[src/rtl/gather_output_arbiter.sv]
// gather_output_arbiter
//   Packet-level round-robin arbiter and registered output stage for one
//   gather-router output port. A packet wins the port on its head flit and
//   keeps it until its tail flit, so flits of different packets never mix.
//
// Ports
//   clk      in   1      clock
//   rst      in   1      synchronous active-high reset
//   valid_i  in   NP     per-input flit valid (already routed here)
//   data_i   in   NP*DW  per-input flit, input i at [i*DW +: DW]
//   ready_o  out  NP     per-input accept (combinational, at most one set)
//   valid_o  out  1      output flit valid (registered)
//   data_o   out  DW     output flit (registered)
//   ready_i  in   1      downstream accept
//   owner_o  out  NP     one-hot packet owner while locked, 0 when idle
//   err_o    out  1      sticky protocol-error flag
module gather_output_arbiter #(
  parameter int unsigned NP        = 5,
  parameter int unsigned DW        = 16,
  parameter logic [1:0]  FT_HEAD   = 2'b00,
  parameter logic [1:0]  FT_BODY   = 2'b01,
  parameter logic [1:0]  FT_TAIL   = 2'b10,
  parameter logic [1:0]  FT_SINGLE = 2'b11
) (
  input  logic             clk,
  input  logic             rst,
  input  logic [NP-1:0]    valid_i,
  input  logic [NP*DW-1:0] data_i,
  output logic [NP-1:0]    ready_o,
  output logic             valid_o,
  output logic [DW-1:0]    data_o,
  input  logic             ready_i,
  output logic [NP-1:0]    owner_o,
  output logic             err_o
);

  localparam int unsigned PW   = (NP > 1) ? $clog2(NP) : 1;
  localparam logic [PW-1:0] LAST = PW'(NP - 1);

  typedef enum logic {
    ST_IDLE,
    ST_LOCKED
  } state_t;

  state_t          r_state, w_state_nxt;
  logic [PW-1:0]   r_rr_ptr, w_rr_ptr_nxt;
  logic [PW-1:0]   r_owner_idx, w_owner_idx_nxt;
  logic [NP-1:0]   r_owner, w_owner_nxt;
  logic            r_valid, w_valid_nxt;
  logic [DW-1:0]   r_data, w_data_nxt;
  logic            r_err, w_err_nxt;

  logic [DW-1:0]   w_flit  [NP];
  logic [1:0]      w_ftype [NP];
  logic [NP-1:0]   w_elig;
  logic            w_found;
  logic [PW-1:0]   w_winner;
  logic            w_space;
  logic [NP-1:0]   w_ready;
  logic            w_fire;
  logic [PW-1:0]   w_sel_idx;
  logic [DW-1:0]   w_sel_data;
  logic [1:0]      w_sel_type;

  // Pointer increment with explicit wrap, NP need not be a power of two.
  function automatic logic [PW-1:0] wrap_inc(input logic [PW-1:0] p);
    return (p == LAST) ? '0 : p + PW'(1);
  endfunction

  // Unpack per-input flits; only HEAD or SINGLE may open a new packet.
  for (genvar g = 0; g < NP; g++) begin : g_in
    assign w_flit[g]  = data_i[g*DW +: DW];
    assign w_ftype[g] = data_i[g*DW + DW - 2 +: 2];
    assign w_elig[g]  = valid_i[g] & ((w_ftype[g] == FT_HEAD) | (w_ftype[g] == FT_SINGLE));
  end

  // Round-robin search: first eligible input at or after the pointer.
  always_comb begin : p_search
    int unsigned idx;
    w_found  = 1'b0;
    w_winner = '0;
    idx      = 0;
    for (int unsigned k = 0; k < NP; k++) begin
      idx = 32'(r_rr_ptr) + k;
      if (idx >= NP) idx = idx - NP;
      if (!w_found && w_elig[PW'(idx)]) begin
        w_found  = 1'b1;
        w_winner = PW'(idx);
      end
    end
  end

  // Output register can take a flit if empty or draining this cycle.
  assign w_space = ~r_valid | ready_i;

  // Grant: idle winner or current owner, gated by space; forced off in reset.
  always_comb begin : p_ready
    w_ready = '0;
    if (!rst) begin
      case (r_state)
        ST_IDLE:   if (w_found) w_ready[w_winner] = w_space;
        ST_LOCKED: w_ready = r_owner & {NP{w_space}};
        default:   w_ready = '0;
      endcase
    end
  end

  assign w_fire     = |(valid_i & w_ready);
  assign w_sel_idx  = (r_state == ST_IDLE) ? w_winner : r_owner_idx;
  assign w_sel_data = w_flit[w_sel_idx];
  assign w_sel_type = w_ftype[w_sel_idx];

  // Next-state and output-register logic.
  always_comb begin : p_next
    w_state_nxt     = r_state;
    w_rr_ptr_nxt    = r_rr_ptr;
    w_owner_nxt     = r_owner;
    w_owner_idx_nxt = r_owner_idx;
    w_valid_nxt     = r_valid;
    w_data_nxt      = r_data;
    w_err_nxt       = r_err;

    if (w_fire) begin
      w_valid_nxt = 1'b1;
      w_data_nxt  = w_sel_data;
    end else if (ready_i) begin
      w_valid_nxt = 1'b0;
    end

    case (r_state)
      ST_IDLE: begin
        if (w_fire) begin
          if (w_sel_type == FT_HEAD) begin
            w_state_nxt               = ST_LOCKED;
            w_owner_nxt               = '0;
            w_owner_nxt[w_winner]     = 1'b1;
            w_owner_idx_nxt           = w_winner;
          end else if (w_sel_type == FT_SINGLE) begin
            w_rr_ptr_nxt = wrap_inc(w_winner);
          end
        end
        // Valid traffic that cannot start a packet is a protocol error.
        if ((|valid_i) && !w_found) w_err_nxt = 1'b1;
      end
      ST_LOCKED: begin
        if (w_fire) begin
          case (w_sel_type)
            FT_BODY: w_state_nxt = ST_LOCKED;
            FT_TAIL: begin
              w_state_nxt     = ST_IDLE;
              w_owner_nxt     = '0;
              w_owner_idx_nxt = '0;
              w_rr_ptr_nxt    = wrap_inc(r_owner_idx);
            end
            // Nested HEAD/SINGLE: forwarded, lock kept, error flagged.
            default: w_err_nxt = 1'b1;
          endcase
        end
      end
      default: w_state_nxt = ST_IDLE;
    endcase
  end

  // State and output registers.
  always_ff @(posedge clk) begin
    if (rst) begin
      r_state     <= ST_IDLE;
      r_rr_ptr    <= '0;
      r_owner     <= '0;
      r_owner_idx <= '0;
      r_valid     <= 1'b0;
      r_data      <= '0;
      r_err       <= 1'b0;
    end else begin
      r_state     <= w_state_nxt;
      r_rr_ptr    <= w_rr_ptr_nxt;
      r_owner     <= w_owner_nxt;
      r_owner_idx <= w_owner_idx_nxt;
      r_valid     <= w_valid_nxt;
      r_data      <= w_data_nxt;
      r_err       <= w_err_nxt;
    end
  end

  assign ready_o = w_ready;
  assign valid_o = r_valid;
  assign data_o  = r_data;
  assign owner_o = r_owner;
  assign err_o   = r_err;

endmodule

[config.mk]
export PLATFORM = sky130hd
export DESIGN_NAME = gather_output_arbiter
export DESIGN_NICKNAME = d
export VERILOG_FILES = /design/src/rtl/gather_output_arbiter.sv
export SDC_FILE = /design/constraint.sdc
export NUM_CORES = 1
export LEC_CHECK = 0
export ABC_AREA = 1
export BUFFER_PORTS_ARGS = -buffer_cell sky130_fd_sc_hd__buf_2
export CORE_ASPECT_RATIO = 0.75
export CORE_MARGIN = 4
export CORE_UTILIZATION = 55
export CTS_CLUSTER_SIZE = 28
export DETAILED_ROUTE_END_ITERATION = 8
export GPL_TIMING_DRIVEN = 1
export PLACE_DENSITY_LB_ADDON = 0.12
export SYNTH_ARGS = -nofsm -noshare
export SYNTH_HDL_FRONTEND = slang
export SYNTH_SLANG_ARGS = --single-unit
[constraint.sdc]
create_clock -name clk -period 12.7 [get_ports clk]
set_input_delay 1.905 -clock clk [delete_from_list [all_inputs] [get_ports clk]]
set_output_delay 1.905 -clock clk [all_outputs]
set_load 0.03 [all_outputs]
* Yosys cells after proc, flatten, opt, wreduce, memory -nomap -nowiden
Cells that the tools add are included.
** Cells by class
- Bitwise operators :: 17
- Divide/modulo/power cells :: 0
- Reductions and logical operators :: 24
- $add $sub $neg :: 11
- $lt $le $gt $ge :: 13
- Muxes and demuxes :: 66
- Equality and inequality tests :: 18
- Shifts and indexed selects :: 0
- Multipliers :: 0
** Operators by type and width (count)
- $mux W3 :: 22
- $bmux W16 S3 :: 1
- $mux W16 :: 2
- $mux W5 :: 6
- $lt A3 B4 Y1 const B :: 6
- $mux W1 :: 20
- $pmux W5 S2 :: 2
- $ge A4 B3 Y1 const B :: 4
- $and A5 B5 Y5 :: 3
- $bmux W1 S3 :: 5
- $sub A3 B3 Y3 const B :: 5
- $eq A2 B2 Y1 const B :: 7
- $logic_not A2 Y1 :: 6
- $pmux W3 S2 :: 2
- $ne A2 B1 Y1 const B :: 5
- $reduce_or A5 Y1 :: 2
- $add A3 B2 Y4 const B :: 2
- $add A3 B1 Y3 const B :: 2
- $bmux W2 S3 :: 1
- $eq A3 B3 Y1 const B :: 2
- $logic_and A1 B1 Y1 :: 6
- $ne A2 B2 Y1 const B :: 3
- $or A1 B1 Y1 :: 6
- $and A1 B1 Y1 :: 5
- other kinds (17) :: 24
** Word-level totals
- RAM bits :: 0
- Latch bits :: 0
- Word-level logic and storage cells :: 156
- Flip-flop bits (word level) :: 30
- Memories kept :: 0
- ROM bits :: 0
- Output and inout bits :: 28

* Depth between registers and ports, before layout
Gate-level depths: netlist of run 1.
- Depth after elaboration :: 30
- Depth in mapped cells :: 35
- Mapped depth without buffers :: 35

* Least setup slack after synthesis of run 1
Ideal clock, no wire load.
- Path kind :: input-to-output
- Start :: input port data_i[63]
- End :: output port ready_o[1]
- Setup slack :: 6.974 ns
- Path buffers :: 0
- Data arrival time :: 3.821 ns
- Stages on the path :: 15
- Cell sequence :: inv_1 nand2_1 nand3_1 nand3_1 nand3_1 nand3_4 nand2_4 nand3_4 nor2_8 nand3_1 a21oi_4 nand2_2 o21bai_2 nand2_1 nor2_1
** On the way
- Longest elaborated chain between the ends :: 26
** Ends and longest elaborated chain
- from (decl) :: RTL line 28 : input logic [NP*DW-1:0] data_i,
- $eq A2 B2 Y1 or $logic_not A2 Y1 (tied branches) :: RTL line 74 : assign w_elig[g] = valid_i[g] & ((w_ftype[g] == FT_HEAD) | (w_ftype[g] == FT_SINGLE));
- $or A1 B1 Y1 (*) :: RTL line 74
- $and A1 B1 Y1 (*) :: RTL line 74
- $bmux W1 S3 :: RTL line 86 : if (!w_found && w_elig[PW'(idx)]) begin
- $mux W1 (not written as such) :: RTL line 86
- $mux W1 :: RTL line 86
- $logic_not A1 Y1 :: RTL line 86
- $logic_and A1 B1 Y1 :: RTL line 86
- [... 10 more ...]
- $lt A3 B4 Y1 (not written as such) or $ge A3 B1 Y1 (tied branches) :: RTL line 101 : ST_IDLE: if (w_found) w_ready[w_winner] = w_space;
- $logic_and A1 B1 Y1 (not written as such) :: RTL line 101
- $mux W1 (not written as such) :: RTL line 101
- $demux W1 S3 :: RTL line 101
- $and A5 B5 Y5 (no line)
- $mux W5 (*) :: RTL line 101
- $pmux W5 S2 (*) :: RTL line 100 : case (r_state)
- $mux W5 (*) :: RTL line 99 : if (!rst) begin
- to (decl) :: RTL line 29 : output logic [NP-1:0] ready_o,
Every way passes the cells marked *; elsewhere a longest branch is shown, timed or not. The select of a mux whose other input is x is not followed.

* Worst setup path after layout of run 1
- Start :: register r_rr_ptr[0]
- End :: output port ready_o[2]
** On the way
- Longest elaborated chain between the ends :: 25
** Ends and longest elaborated chain
- from (decl) :: RTL line 46 : logic [PW-1:0] r_rr_ptr, w_rr_ptr_nxt;
- from (signal assigned) :: RTL line 176 : r_rr_ptr <= w_rr_ptr_nxt;
- parallel branches: the longest is 22 deep, another holds $add A3 B1 Y4
- $mux W5 (*) :: RTL line 101
- $pmux W5 S2 (*) :: RTL line 100
- $mux W5 (*) :: RTL line 99
Mark *: on every way between the ends. The select of a mux whose other input is x is not followed.

==> metrics.txt, run 1 <==
status=completed; met2 GRT Util=40.08%; largest net degree at the start of global routing=between 40 and 50; Yosys top cell area share=around 18%; Slew HR=34.80%; DRT iter0 DRCs=474; setup bufs post-CTS=0; final hold vios=0; gr ovfl total=0; critical path, cell by cell=inv_2 > ha_1 > ha_1 > nand2_1 > nand2_1 > nand2_1 > nand2_1 > nand2_1 > nand3_1 > nand2_1 > nand2_1 > nand2_1 > inv_2 > nand3_4 > inv_2 > nand2_1 > nand2_4 > nand2_1 > o21ai_1 > nand2_1 > nor2_1 > buf_2; DR vias=~4200; area of the multi-input gates=2442 sq um; Longest Clk Path Bufs=2; die area=7579 sq um; DP Wirelength=~9000 um; setup_tns=0 ns; clk_lat worst skew=between 0.2 and 0.3 ns; Post-Syn Area=approximately 3400 sq um; Layout Skew=around 0.0067 ns; critical setup path kind=flip-flop to primary output; VDD IR-drop max=roughly 0.00017 V; Seq/Total Area, Yosys=between 10% and 20%; CP arrival=~4.2 ns; required time of the critical path=around 11 ns; synthesized instance count=550; pwr dens=228.9 nW/um^2; Ys Warns=0; number of global-route vias before repair=between 3000 and 4000; overall power=around 940 uW; area leader, netlist=dfxtp_1; total CTS buffers=5; Post-CTS Hold Buffers=0; ratio of cells with drive above 1 in the final layout=a little over a quarter; GRT met3 Usage=under 10%; Die Height=around 76 um; NetSw=between 500 and 600 uW; max cap viols=0; DR pass1 iterations=5; Die Span X=just under 100 um; first-pass GRT wire length=roughly 18000 um; Final min period=6.091 ns; CTS tree=built; Layout Nets=about 750; clock slew at reported path FFs=0.07 ns; post-CTS resize count=0; clock sink count=30; Comb power frac=between 70% and 80%; Core ar.=~5900 sq um; Port Buf Inserts=~120; main area contributors after synthesis=dfxtp_1, nand2_1, nand3_1; gr busiest metal=met1; r2r startpoint=r_rr_ptr[0]; CTS root buf=clkbuf_8; slowest stage delay, CP=0.75 ns; H-tree depth=2; Slew Viols, Final=0; final cell count without fillers=between 700 and 800; CP Launch Type=flip-flop; Clock power frac=between 10% and 20%; Starting Density=about 58%; worst hold path class=flip-flop to flip-flop; number of distinct library cells after synthesis=49; Mean Syn Cell Area=roughly 6.2 sq um; diodes inserted=0; drt via density=approximately 5.7; Worst setup startpoint=r_rr_ptr[0]; Seq cells post-synth=30; Slew @ Worst Pin=just under 1 ns; Crit Path Max Fanout=15; Int Pwr=between 400 and 500 uW; Avg WL per Cell=15.59 um; Seq pwr share=between 10% and 20%; GRT Util Overall=around 29%; Final GP Congestion=approximately 1.0; initial antenna violation count=0; final hold slack=0.4534 ns; met1 GRT Util=45.27%; fmax=around 160 MHz; # DRC=0; most frequent CP cell=nand2_1; Net Sw Frac=55.95%; slowest CP cell=dfxtp_1; post-detailed-route count of antenna-violating nets=0; Cell Rows=24; Top Ports=around 120; area delta synth->final=19.58%; crit end category=primary output; syn nets=~650; Final setup viols=0; P_leak=approximately 0.0021 uW; filler cell count=~530; Hold Crit Start=err_o; RSZ-0062 raised after global routing=false; final WL=between 10000 and 15000 um; Cells after DPL=719; FF/Latch Area=around 600 sq um; fin crit share=between 40 and 50%
cell families (layout without fill, tap and decap cells):
group / Yosys count / in the layout / share of synthesized area, %
and+or+nand+nor: 285 / 285 / 40.85
AOI/OAI and AO/OA: 127 / 127 / 22.79
buffers and inverters: 87 / 186 / 11.31
DFF: 30 / 30 / 17.51
adders and majority gates: 16 / 16 / 6.054
xor gates and xnor gates: 5 / 5 / 1.496
cell type report:
| class | instances | area share, % |
|---|---|---|
| Sequential cell | 30 | 14.64 |
| Inverter | 63 | 5.947 |
| Clock inverter | 2 | 1.464 |
| Clock buffer | 6 | 2.013 |
| Tap cell | 78 | 2.379 |
| Timing Repair Buffer | 115 | 14.03 |
| Multi-Input combinational cell | 433 | 59.53 |
power by group through the flow:
stage / combinational, uW / clock, uW / sequential (uW)
finish: 681 / 119 / 138
global route: 745 / 127 / 142
CTS: 668 / 122 / 138
floorplan: 507 / 0 / 173
global placement: 655 / 0 / 139
detailed placement: 664 / 0 / 140
synthesized netlist by cell type, drive strengths merged:
library cell,number
a211oi,1
a21oi,27
a22oi,7
a31oi,5
buf,16
clkbuf,8
clkinv,1
dfxtp,30
fa,1
ha,15
inv,62
nand2,130
nand3,60
nand3b,2
nand4,19
nor2,71
nor3,2
o2111ai,2
o211a,4
o211ai,5
o21a,2
o21ai,61
o21bai,2
o22ai,11
or2,1
xnor2,1
xor2,4
sequential cells by signal, summed over array words and instances (netlist names):
register / cells
valid_o: 1
err_o: 1
r_owner_idx: 3
owner_o: 5
r_state: 1
data_o: 16
r_rr_ptr: 3
worst max-delay path, delay by kind of cell, from the launching register on:
family	cells	cell delay (ns)
AO/OA/AOI/OAI	1	0.19
adder cells (fa/ha/maj)	2	0.70
flip-flops	1	0.75
buffers and inverters	4	0.64
AND/OR/NAND/NOR	15	1.61
layer usage:
layer	wire length, um	part of all wire [%]	vias to the layer above
li1	-	-	2062
met1	5170	46	1868
met2	4670	41	235
met3	1383	12	14
met4	107	0.94	0
met5	0	0	-
path summary, 6_finish.rpt:
path	endpoint	slack [ns]	cells after the start
max reg2reg	r_rr_ptr[1]	6.98	30
max	ready_o[2]	6.61	22
min reg2reg	err_o	0.45	2
min	err_o	0.45	2
layout by cell type (no fill, tap or decap), types with 2 or more instances in the layout:
cell       instances
a31oi_1            5
nor3_1             2
nand3_1           52
o21ai_2            3
o211a_1            4
o22ai_1           11
o21a_1             2
a22oi_1            7
nand3b_1           2
nor2_1            67
bufinv_16          2
inv_4              3
buf_2            115
dfxtp_1           30
o21ai_1           49
o21ai_0            8
clkbuf_8           6
nand4_1           18
nor2_4             2
xor2_1             3
nand3_4            6
nand3_2            2
ha_1              15
a21oi_1           26
inv_1             47
o211ai_1           3
nand2_2           10
nand2_4            4
inv_2             12
nand2_1          115
o2111ai_1          2
metrics by stage:
stage	cell area [sq um]	util [%]	setup slack [ns]
2_1_floorplan	3431	-	6.974
3_3_place_gp	3960	66.94	6.709
3_5_place_dp	3960	66.94	6.675
4_1_cts	4103	69.35	6.664
5_1_grt	4103	69.35	6.291
6_report	4103	69.35	6.609
(Power assumes the default switching activity.)
==> inputs of run 2 (changes only) <==
- CORE_UTILIZATION: 55 -> 52
- clock period: 12.7 -> 5.63 ns (I/O delays scaled with it)
==> run 2 against run 1 <==
- die area grew 5.2%
- utilization shrank 5.3 points
- critical path type is now flip-flop to flip-flop
- cell count grew 0.55%
- via count shrank 0.74%
- power grew 120%
- critical path depth grew 7
- first-iteration DRC count shrank 21%
- flip-flop and latch count is the same
==> metrics.txt, run 2 (synthesis results as in run 1) <==
largest net degree at the start of global routing=44; WHS Path Cells=2; pwr dens=~500 nW/um^2; fin crit share=around nine tenths; Starting Density=54.03%; R2R Path End=r_rr_ptr[2]; Final min period=5.044 ns; Top Ports=116; r2r startpoint=r_rr_ptr[1]; crit end category=flip-flop; DRT iter0 DRCs=roughly 370; DR vias=between 4000 and 5000; Hold Path Sink=err_o; drt via density=5.674; worst reg2reg path depth=29; final WL=~11000 um; first-pass GRT wire length=~18000 um; clk_lat worst skew=between 0.2 and 0.3 ns; critical setup path kind=flip-flop to flip-flop; diodes inserted=0; required time of the critical path=slightly below 6 ns; CP arrival=5.26 ns; post-CTS resize count=0; GRT Util Overall=28.32%; ratio of cells with drive above 1 in the final layout=~27%; Largest register FFs=16; slack of the critical path=~0.59 ns; Slew HR=38.91%; Die Span X=between 100 and 150 um; fmax=between 150 and 200 MHz; CTS tree=built; most frequent CP cell=nand2_1; setup bufs post-CTS=0; Final GP Congestion=0.9610; post-detailed-route count of antenna-violating nets=0; FF-to-FF setup slack=0.59 ns; CTS root buf=clkbuf_8; Final setup viols=0; Slew @ Worst Pin=0.9128 ns; clock slew at reported path FFs=0.06 ns; dpl ws=~0.70 ns; initial antenna violation count=0; Slew Viols, Final=0; Longest Clk Path Bufs=2; Layout Skew=~0.0066 ns; RSZ-0062 raised after global routing=false; Crit Path Max Fanout=34; final hold vios=0; Worst setup startpoint=r_rr_ptr[1]; Post-CTS Hold Buffers=0; total CTS buffers=5; DP Wirelength=about 9200 um; die area=around 8000 sq um; area delta synth->final=18.53%; worst hold path class=flip-flop to flip-flop; Core ar.=around 6300 sq um; CP Launch Type=flip-flop; VDD IR-drop max=~0.00042 V; Port Buf Inserts=approximately 120; DR pass1 iterations=5; max cap viols=0; Die Height=roughly 78 um; P_leak=about 0.0021 uW; most frequent cells in the layout=nand2_1, buf_2, nor2_1; slowest stage delay, CP=0.47 ns; Hold Crit Start=err_o; clock sink count=30; Layout Nets=around 750; status=completed; H-tree depth=2; Cell Rows=25; # DRC=0; final core occ=roughly 64%; gr ovfl total=0; slowest CP cell=dfxtp_1; Avg WL per Cell=roughly 16 um; setup_tns=0 ns; number of global-route vias before repair=about 3700
-- run 2: changes by cell type in the layout (fill, tap and decap cells not counted) --
| cell | previous run | this run |
|---|---|---|
| buf_4 | 0 | 1 |
| bufinv_16 | 2 | 0 |
| clkinv_2 | 0 | 1 |
| clkinvlp_4 | 0 | 1 |
-- run 2: how the worst max path moves through the flow --
stage / end / cells past startpoint
2_1_floorplan: r_rr_ptr[1] / 34
3_3_place_gp: r_rr_ptr[1] / 32
3_5_place_dp: r_rr_ptr[2] / 33
4_1_cts: r_rr_ptr[2] / 33
5_1_grt: r_rr_ptr[2] / 33
6_report: r_rr_ptr[2] / 29
-- run 2: worst max-delay path, delay by kind of cell, from the launching register on --
kind / cells / cell delay [ns]
AO/OA/AOI/OAI: 6 / 1.26
adder cells (fa/ha/maj): 3 / 0.96
buffers and inverters: 4 / 0.63
flip-flops: 1 / 0.47
AND/OR/NAND/NOR: 16 / 1.64
-- run 2: final cells by class --
| type | count | area, sq um |
|---|---|---|
| fill | 633 | 2283 |
| clock buffer | 6 | 82.58 |
| sequential | 30 | 600.6 |
| inverter | 63 | 244.0 |
| clock inverter | 2 | 12.51 |
| multi-input combinational | 433 | 2442 |
| tap | 81 | 101.3 |
| timing repair buffer | 116 | 583.1 |
-- run 2: power breakdown --
group | switching, uW | leakage, uW | internal, uW | total (uW)
sequential | 41.3 | 0.000246 | 269 | 311
combinational | 1080 | 0.00182 | 478 | 1550
clock | 83.3 | 0.0000472 | 98.0 | 181
total | 1200 | 0.00211 | 845 | 2040
-- run 2: per-stage QoR --
step | hold WS (ns) | instance area [sq um] | power, uW | std cells
final | 0.4629 | 4066 | 2045 | 731
after global routing | 0.4996 | 4066 | 2222 | 731
after CTS | 0.4636 | 4066 | 2014 | 731
after detailed placement | 0.4492 | 3971 | 1830 | 723
after global placement | 0.4400 | 3971 | 1798 | 723
after floorplan | 0.4708 | 3431 | 1535 | 550
-- run 2: per-layer routing --
layer / GRT usage [%] / share of wire (%) / vias up
li1: - / - / 2050
met1: 44.84 / 48 / 1896
met2: 39.30 / 41 / 189
met3: 5.506 / 11 / 13
met4: 4.648 / 1.1 / 0
met5: 0 / 0 / -
